$ cat config.mk
export PLATFORM = sky130hd
export DESIGN_NAME = vga_ctrl
export DESIGN_NICKNAME = d
export VERILOG_FILES = /design/src/rtl/vga_timing_pkg.sv /design/src/rtl/vga_ctrl.sv
export SDC_FILE = /design/constraint.sdc
export NUM_CORES = 1
export LEC_CHECK = 0
export ABC_AREA = 1
export CAP_MARGIN = 20
export CORE_MARGIN = 2
export CORE_UTILIZATION = 47
export CTS_CLUSTER_DIAMETER = 80
export DETAILED_ROUTE_END_ITERATION = 6
export GPL_TIMING_DRIVEN = 0
export PLACE_DENSITY = 0.81
export SLEW_MARGIN = 20
export SYNTH_ARGS = -nofsm -noshare
export SYNTH_HDL_FRONTEND = slang
export SYNTH_SLANG_ARGS = --single-unit
$ cat constraint.sdc
create_clock -name vga_clk -period 2 [get_ports vga_clk]
set_input_delay 0.4 -clock vga_clk [delete_from_list [all_inputs] [get_ports vga_clk]]
set_output_delay 0.4 -clock vga_clk [all_outputs]
set_load 0.005 [all_outputs]
$ cat src/rtl/vga_timing_pkg.sv
// vga_timing: 640x480@60 timing constants and derived active-window bounds,
// shared by vga_ctrl and the picture generator.
package vga_timing;
  localparam logic [9:0] H_SYNC   = 10'd96;
  localparam logic [9:0] H_BACK   = 10'd40;
  localparam logic [9:0] H_LEFT   = 10'd8;
  localparam logic [9:0] H_VALID  = 10'd640;
  localparam logic [9:0] H_RIGHT  = 10'd8;
  localparam logic [9:0] H_FRONT  = 10'd8;
  localparam logic [9:0] H_TOTAL  = H_SYNC + H_BACK + H_LEFT + H_VALID + H_RIGHT + H_FRONT;
  localparam logic [9:0] V_SYNC   = 10'd2;
  localparam logic [9:0] V_BACK   = 10'd25;
  localparam logic [9:0] V_TOP    = 10'd8;
  localparam logic [9:0] V_VALID  = 10'd480;
  localparam logic [9:0] V_BOTTOM = 10'd8;
  localparam logic [9:0] V_FRONT  = 10'd2;
  localparam logic [9:0] V_TOTAL  = V_SYNC + V_BACK + V_TOP + V_VALID + V_BOTTOM + V_FRONT;
  localparam logic [9:0] H_DE_START = H_SYNC + H_BACK + H_LEFT;
  localparam logic [9:0] H_DE_END   = H_DE_START + H_VALID;
  localparam logic [9:0] V_DE_START = V_SYNC + V_BACK + V_TOP;
  localparam logic [9:0] V_DE_END   = V_DE_START + V_VALID;
  function automatic logic in_range(logic [9:0] val, logic [9:0] lo, logic [9:0] hi);
    return (val >= lo) && (val < hi);
  endfunction
endpackage

$ cat src/rtl/vga_ctrl.sv
// vga_ctrl: VGA sync/counter generator; requests pixels one clock ahead of
// the active window so a registered picture generator lines up with rgb.
module vga_ctrl
  import vga_timing::*;
#(
  parameter logic [9:0] VSYNC_N     = V_SYNC,
  parameter logic [9:0] VTOTAL_N    = V_TOTAL,
  parameter logic [9:0] VDE_START_N = V_DE_START,
  parameter logic [9:0] VDE_END_N   = V_DE_END
) (
  input  logic        vga_clk,
  input  logic        sys_rst_n,
  input  logic [15:0] pix_data,
  output logic [9:0]  pix_x,
  output logic [9:0]  pix_y,
  output logic        hsync,
  output logic        vsync,
  output logic [15:0] rgb,
  output logic        frame_start
);
  logic [9:0] cnt_h_q, cnt_h_d, cnt_v_q, cnt_v_d;
  logic       line_end, v_act, rgb_valid, pix_data_req;
  assign line_end = cnt_h_q == H_TOTAL - 10'd1;
  always_comb begin
    cnt_h_d = line_end ? 10'd0 : cnt_h_q + 10'd1;
    cnt_v_d = !line_end ? cnt_v_q : (cnt_v_q == VTOTAL_N - 10'd1) ? 10'd0 : cnt_v_q + 10'd1;
  end
  always_ff @(posedge vga_clk or negedge sys_rst_n) begin
    if (!sys_rst_n) begin
      cnt_h_q <= '0;
      cnt_v_q <= '0;
    end else begin
      cnt_h_q <= cnt_h_d;
      cnt_v_q <= cnt_v_d;
    end
  end
  // request window leads the valid window by one clock for the generator's register
  assign v_act        = in_range(cnt_v_q, VDE_START_N, VDE_END_N);
  assign rgb_valid    = v_act && in_range(cnt_h_q, H_DE_START, H_DE_END);
  assign pix_data_req = v_act && in_range(cnt_h_q, H_DE_START - 10'd1, H_DE_END - 10'd1);
  assign hsync        = cnt_h_q < H_SYNC;
  assign vsync        = cnt_v_q < VSYNC_N;
  assign pix_x        = pix_data_req ? cnt_h_q - (H_DE_START - 10'd1) : 10'h3FF;
  assign pix_y        = pix_data_req ? cnt_v_q - VDE_START_N : 10'h3FF;
  assign rgb          = rgb_valid ? pix_data : 16'h0000;
  assign frame_start  = (cnt_h_q == 10'd0) && (cnt_v_q == 10'd0);
endmodule

# ---- Word-level counts from Yosys, hierarchy flattened
# Index checks and enable logic that the tools add are counted.
dict set report word_totals {
  reg_bits 20
  input_bits 18
  out_inout_bits 39
}
dict set report op_classes {
  add_sub_neg 4
  order_cmp 8
  n_eq_ne 2
  muxes 5
  reduce_logical 8
}
# cell n
set op_table {}
lappend op_table {{$mux 10} 4}
lappend op_table {{$lt 10x10->1 const B} 3}
lappend op_table {{$add 10x1->10 const B} 2}
lappend op_table {{$eq 10x10->1 const B} 2}
lappend op_table {{$ge 10x8->1 const B} 2}
lappend op_table {{$logic_not 10->1} 2}
lappend op_table {{$mux 16} 1}
lappend op_table {{$ge 10x6->1 const B} 1}
lappend op_table {{$lt 10x2->1 const B} 1}
lappend op_table {{$lt 10x7->1 const B} 1}
lappend op_table {{$sub 10x6->10 const B} 1}
lappend op_table {{$sub 10x8->10 const B} 1}
lappend op_table {{$logic_and 1x1->1} 6}

# ---- Depth between registers and ports, before layout
dict set report logic_depth {
  word_depth 4
  depth_mapped 10
  mapped_depth_nobuf 9
}

# ---- Worst setup path before layout
# Ideal clock, no wire load.
dict set report synth_timing {
  path_kind {register -> output}
  start {reg cnt_h_q[0]}
  end {out pix_x[0]}
  arrival_ns 1.457
  t_required_ns 1.600
  path_slack_ns 0.143
  stages_incl_launch_ff 9
  cell_sequence {dfrtp_1 ha_1 nand3_1 nand4_1 nand2_1 nand2_1 nor2_4 buf_6 nand2_2}
}
dict set report synth_between {
  elab_chain_cells 4
  word_cells_on_any_way 6
  cone_classes {add/sub (1); order compare (2); mux (1); reduce/logical (2)}
}
# item line_no
set synth_rtl {}
lappend synth_rtl {{from (decl)} vga_ctrl.sv:21} ;# logic [9:0] cnt_h_q, cnt_h_d, cnt_v_q, cnt_v_d;
lappend synth_rtl {{from (signal assigned)} vga_ctrl.sv:33} ;# cnt_h_q <= cnt_h_d;
lappend synth_rtl {{$ge 10x8->1 or $lt 10x10->1 (tied branches)} vga_timing_pkg.sv:23} ;# return (val >= lo) && (val < hi);
lappend synth_rtl {{$logic_and 1x1->1} vga_timing_pkg.sv:23}
lappend synth_rtl {{$logic_and 1x1->1} vga_ctrl.sv:40} ;# assign pix_data_req = v_act && in_range(cnt_h_q, H_DE_START - 10'd1, H_DE_END - 10'd1);
lappend synth_rtl {{$mux 10 (*)} vga_ctrl.sv:43} ;# assign pix_x = pix_data_req ? cnt_h_q - (H_DE_START - 10'd1) : 10'h3FF;
lappend synth_rtl {{to (decl)} vga_ctrl.sv:14} ;# output logic [9:0] pix_x,
# Every way passes the cells marked *; elsewhere a longest branch is shown, timed or not.

# ---- Worst setup path in the final report
dict set report layout_timing {
  start {reg cnt_h_q[0]}
  end {out pix_x[4]}
}
# Same word-level chain as after synthesis.

==> results.tsv <==
metric	value	unit
Max Freq	0.438	GHz
run status	finished with violations	
ANT cells	0	
fillers	285	
ranking of synthesized cells by area	dfrtp_1 (27%), nand2_1 (16%), inv_1 (8.9%), xor2_1 (7.5%), nor2_1 (7.1%)	
Die H	66.9	um
CTS root buffer	clkbuf_8	
Startpoint Class	flip-flop	
Placeable Area	0.00374	mm^2
Avg WL per Cell	13.3	um
Setup WS pre-CTS	-481	ps
Layout area overhead	55.3	%
Synth Instances	290	
Ports	57	
port bufs	56	
area share of the largest cell type after synthesis	26.9	%
CTS tree	yes	
Initial DRC Count	81	
global-route wire length before repair	8.65	mm
drc violations	0	
final hold violations	0	
Vias/cell	5.09	
worst skew pair latency	260	ps
WHS Endpoint	cnt_v_q[7]	
WL final	5.64	mm
ANT nets after route	0	
Least-Margin Pin Slew	936	ps
CP Cell Sequence	ha_4 -> nand3_4 -> nand4_1 -> nand2_1 -> nand2_2 -> nor2_4 -> buf_12 -> buf_16 -> nand2_2 -> buf_2	
FP Rows	22	
GRT Overall Usage	25.4	%
CTS Buffer Depth	2	
Reg-to-Reg End	cnt_v_q[9]	
Crit path arrival time	1880	ps
Worst VDD drop	0.348	mV
Yosys top cell by area	dfrtp_1	
Fin Clk Skew	1.94	ps
unrepaired setup endpoints after global routing	true	
DP HPWL	3.57	mm
flop2flop setup slack	480	ps
worst path bufs/invs	3	
placed cell area	0.00248	mm^2
Setup-failing EPs final	37	
required time of the critical path	1600	ps
launch point of the worst reg-to-reg path	cnt_h_q[6]	
failing checks	setup timing	
Largest delay share family, worst path	simple AND/OR/NAND/NOR gates	
Final TNS setup	-8600	ps
CP Capture Type	output pin	
min-delay worst type	flip-flop to flip-flop	
Setup crit start	cnt_h_q[0]	
share of layout cells above drive strength 1	41.3	%
Max Slew Vio Count	0	
Setup CP Type	flip-flop to output pin	
Worst path slowest cell	dfrtp_2	
hold path depth	2	
Non-Filler Instances	423	
post-route cell area	0.00289	mm^2
Power Density	267	mW/mm^2
most frequent cells in the layout	nand2_1 (66), inv_1 (39), nor2_1 (27), buf_2 (27), nand2_2 (22)	
Inst Count DP	394	
GP Congestion	0.938	
syn avg cell area	6.41	um^2
commonest non-fill, non-tap cell in the layout	nand2_1	
hold path startpoint	cnt_v_q[7]	
Yosys reg bits	20	
critical path's most frequent cell	nand2_2	
mapped cell area	0.00186	mm^2
Slew Limit Headroom	37.4	%
Hold-fix buffers, CTS	0	
Initial Util	49.6	%
Pleak	1.53	nW
CTS HTree Levels	1	
initial antenna violation count	0	
total CTS buffers	3	
CTS Sinks	20	
NumNets Final	398	
Final Cycle Share	114	%
worst-path fanout max	5	
max_cap viols	0	
vias in the first global route	1940	
crit-path max cell delay	430	ps
Yosys cell types	24	
die span in x	66.9	um
Seq/Total Area, Yosys	26.9	%
CTS clk-pin slew, worst paths	80	ps
Final Util	77.1	%
Syn Nets	312	
PnR worst setup slack	-283	ps
yosys warns	0	
DR vias	2153	
R2R cell count	7	
full die area	0.00447	mm^2
Pre-Repair DR Iteration Count	7	
largest net degree at the start of global routing	21	
Overflow after GRT	0	
Period minus WS final	2280	ps
cell type report:
type                    instances  area, um^2  area share [%]
multi-input cells             213        1280            44.3
repair buffers                 83         717            24.8
flip-flops and latches         20         510            17.7
inverters                      48         185            6.42
plain buffers                   7        80.1            2.78
well taps                      48        60.1            2.08
clock buffers                   4        55.1            1.91
repair_timing:
item                                    4_1_cts  5_1_grt
endpoints found under the setup margin       39       38
gates resized for setup                     184       41
pin swaps                                    10       11
cloned                                        3        0
setup buffers                                16        8
stage by stage:
step	total power, mW	hold WS [ps]
3_5_place_dp	0.462	558
4_1_cts	0.767	577
2_1_floorplan	0.420	104
6_report	0.771	563
5_1_grt	0.794	584
3_3_place_gp	0.461	552
cells in the mapped netlist:
cell type,instances
nand3b_1,1
nand3_4,1
nand2_1,79
xor2_1,16
buf_2,3
nor2_1,35
inv_2,4
nor3_4,1
ha_1,4
inv_1,44
buf_6,5
nor2_2,14
nand2_2,13
nand3_1,24
dfrtp_1,20
clkbuf_1,1
nand3_2,1
nand4_1,8
nor2_4,2
a21oi_1,3
o21ai_0,5
nor4_1,1
o21ai_1,1
nor3_1,4
per-layer routing:
layer	vias to the layer above	track usage [%]	wire [um]
li1	1062	-	-
met1	976	31.3	2290
met2	107	45.8	2730
met3	8	3.38	542
met4	0	7.65	67
met5	-	0	0
registers in the layout, indices dropped and copies added, names as in the netlist:
register / cells
cnt_h_q: 10
cnt_v_q: 10
how the worst max path moves through the flow:
stage / endpoint / slack, ps / cells past startpoint
floorplan: pix_x[0] / 140 / 8
global placement: pix_y[9] / -460 / 9
detailed placement: pix_x[6] / -480 / 9
CTS: rgb[15] / -280 / 11
global route: pix_y[8] / -350 / 12
finish: pix_x[4] / -280 / 10
kinds of logic (layout without fill, tap and decap cells):
group / Yosys count / in the layout / synth area share (%)
AO/OA/AOI/OAI: 9 / 9 / 2.42
AND/OR/NAND/NOR: 184 / 184 / 46.7
XOR/XNOR: 16 / 16 / 7.54
buffers and inverters: 57 / 142 / 13.7
adder cells (fa/ha/maj): 4 / 4 / 2.69
flip-flops: 20 / 20 / 26.9
worst reg2reg max path, stage by stage (launching register included):
cell and delay [ps]:
dfrtp_1 360, clkbuf_4 180, nor2_4 140, nand3_1 150, nor3_4 280, buf_6 200, nand3_1 90, nand2_1 70
power breakdown:
group	leakage, nW	total, mW	internal [mW]	switching [mW]
clock	0.0288	0.317	0.175	0.141
combinational	1.24	0.0503	0.0311	0.0191
sequential	0.254	0.404	0.404	0
Note: power is estimated with default switching activity, not from simulation.
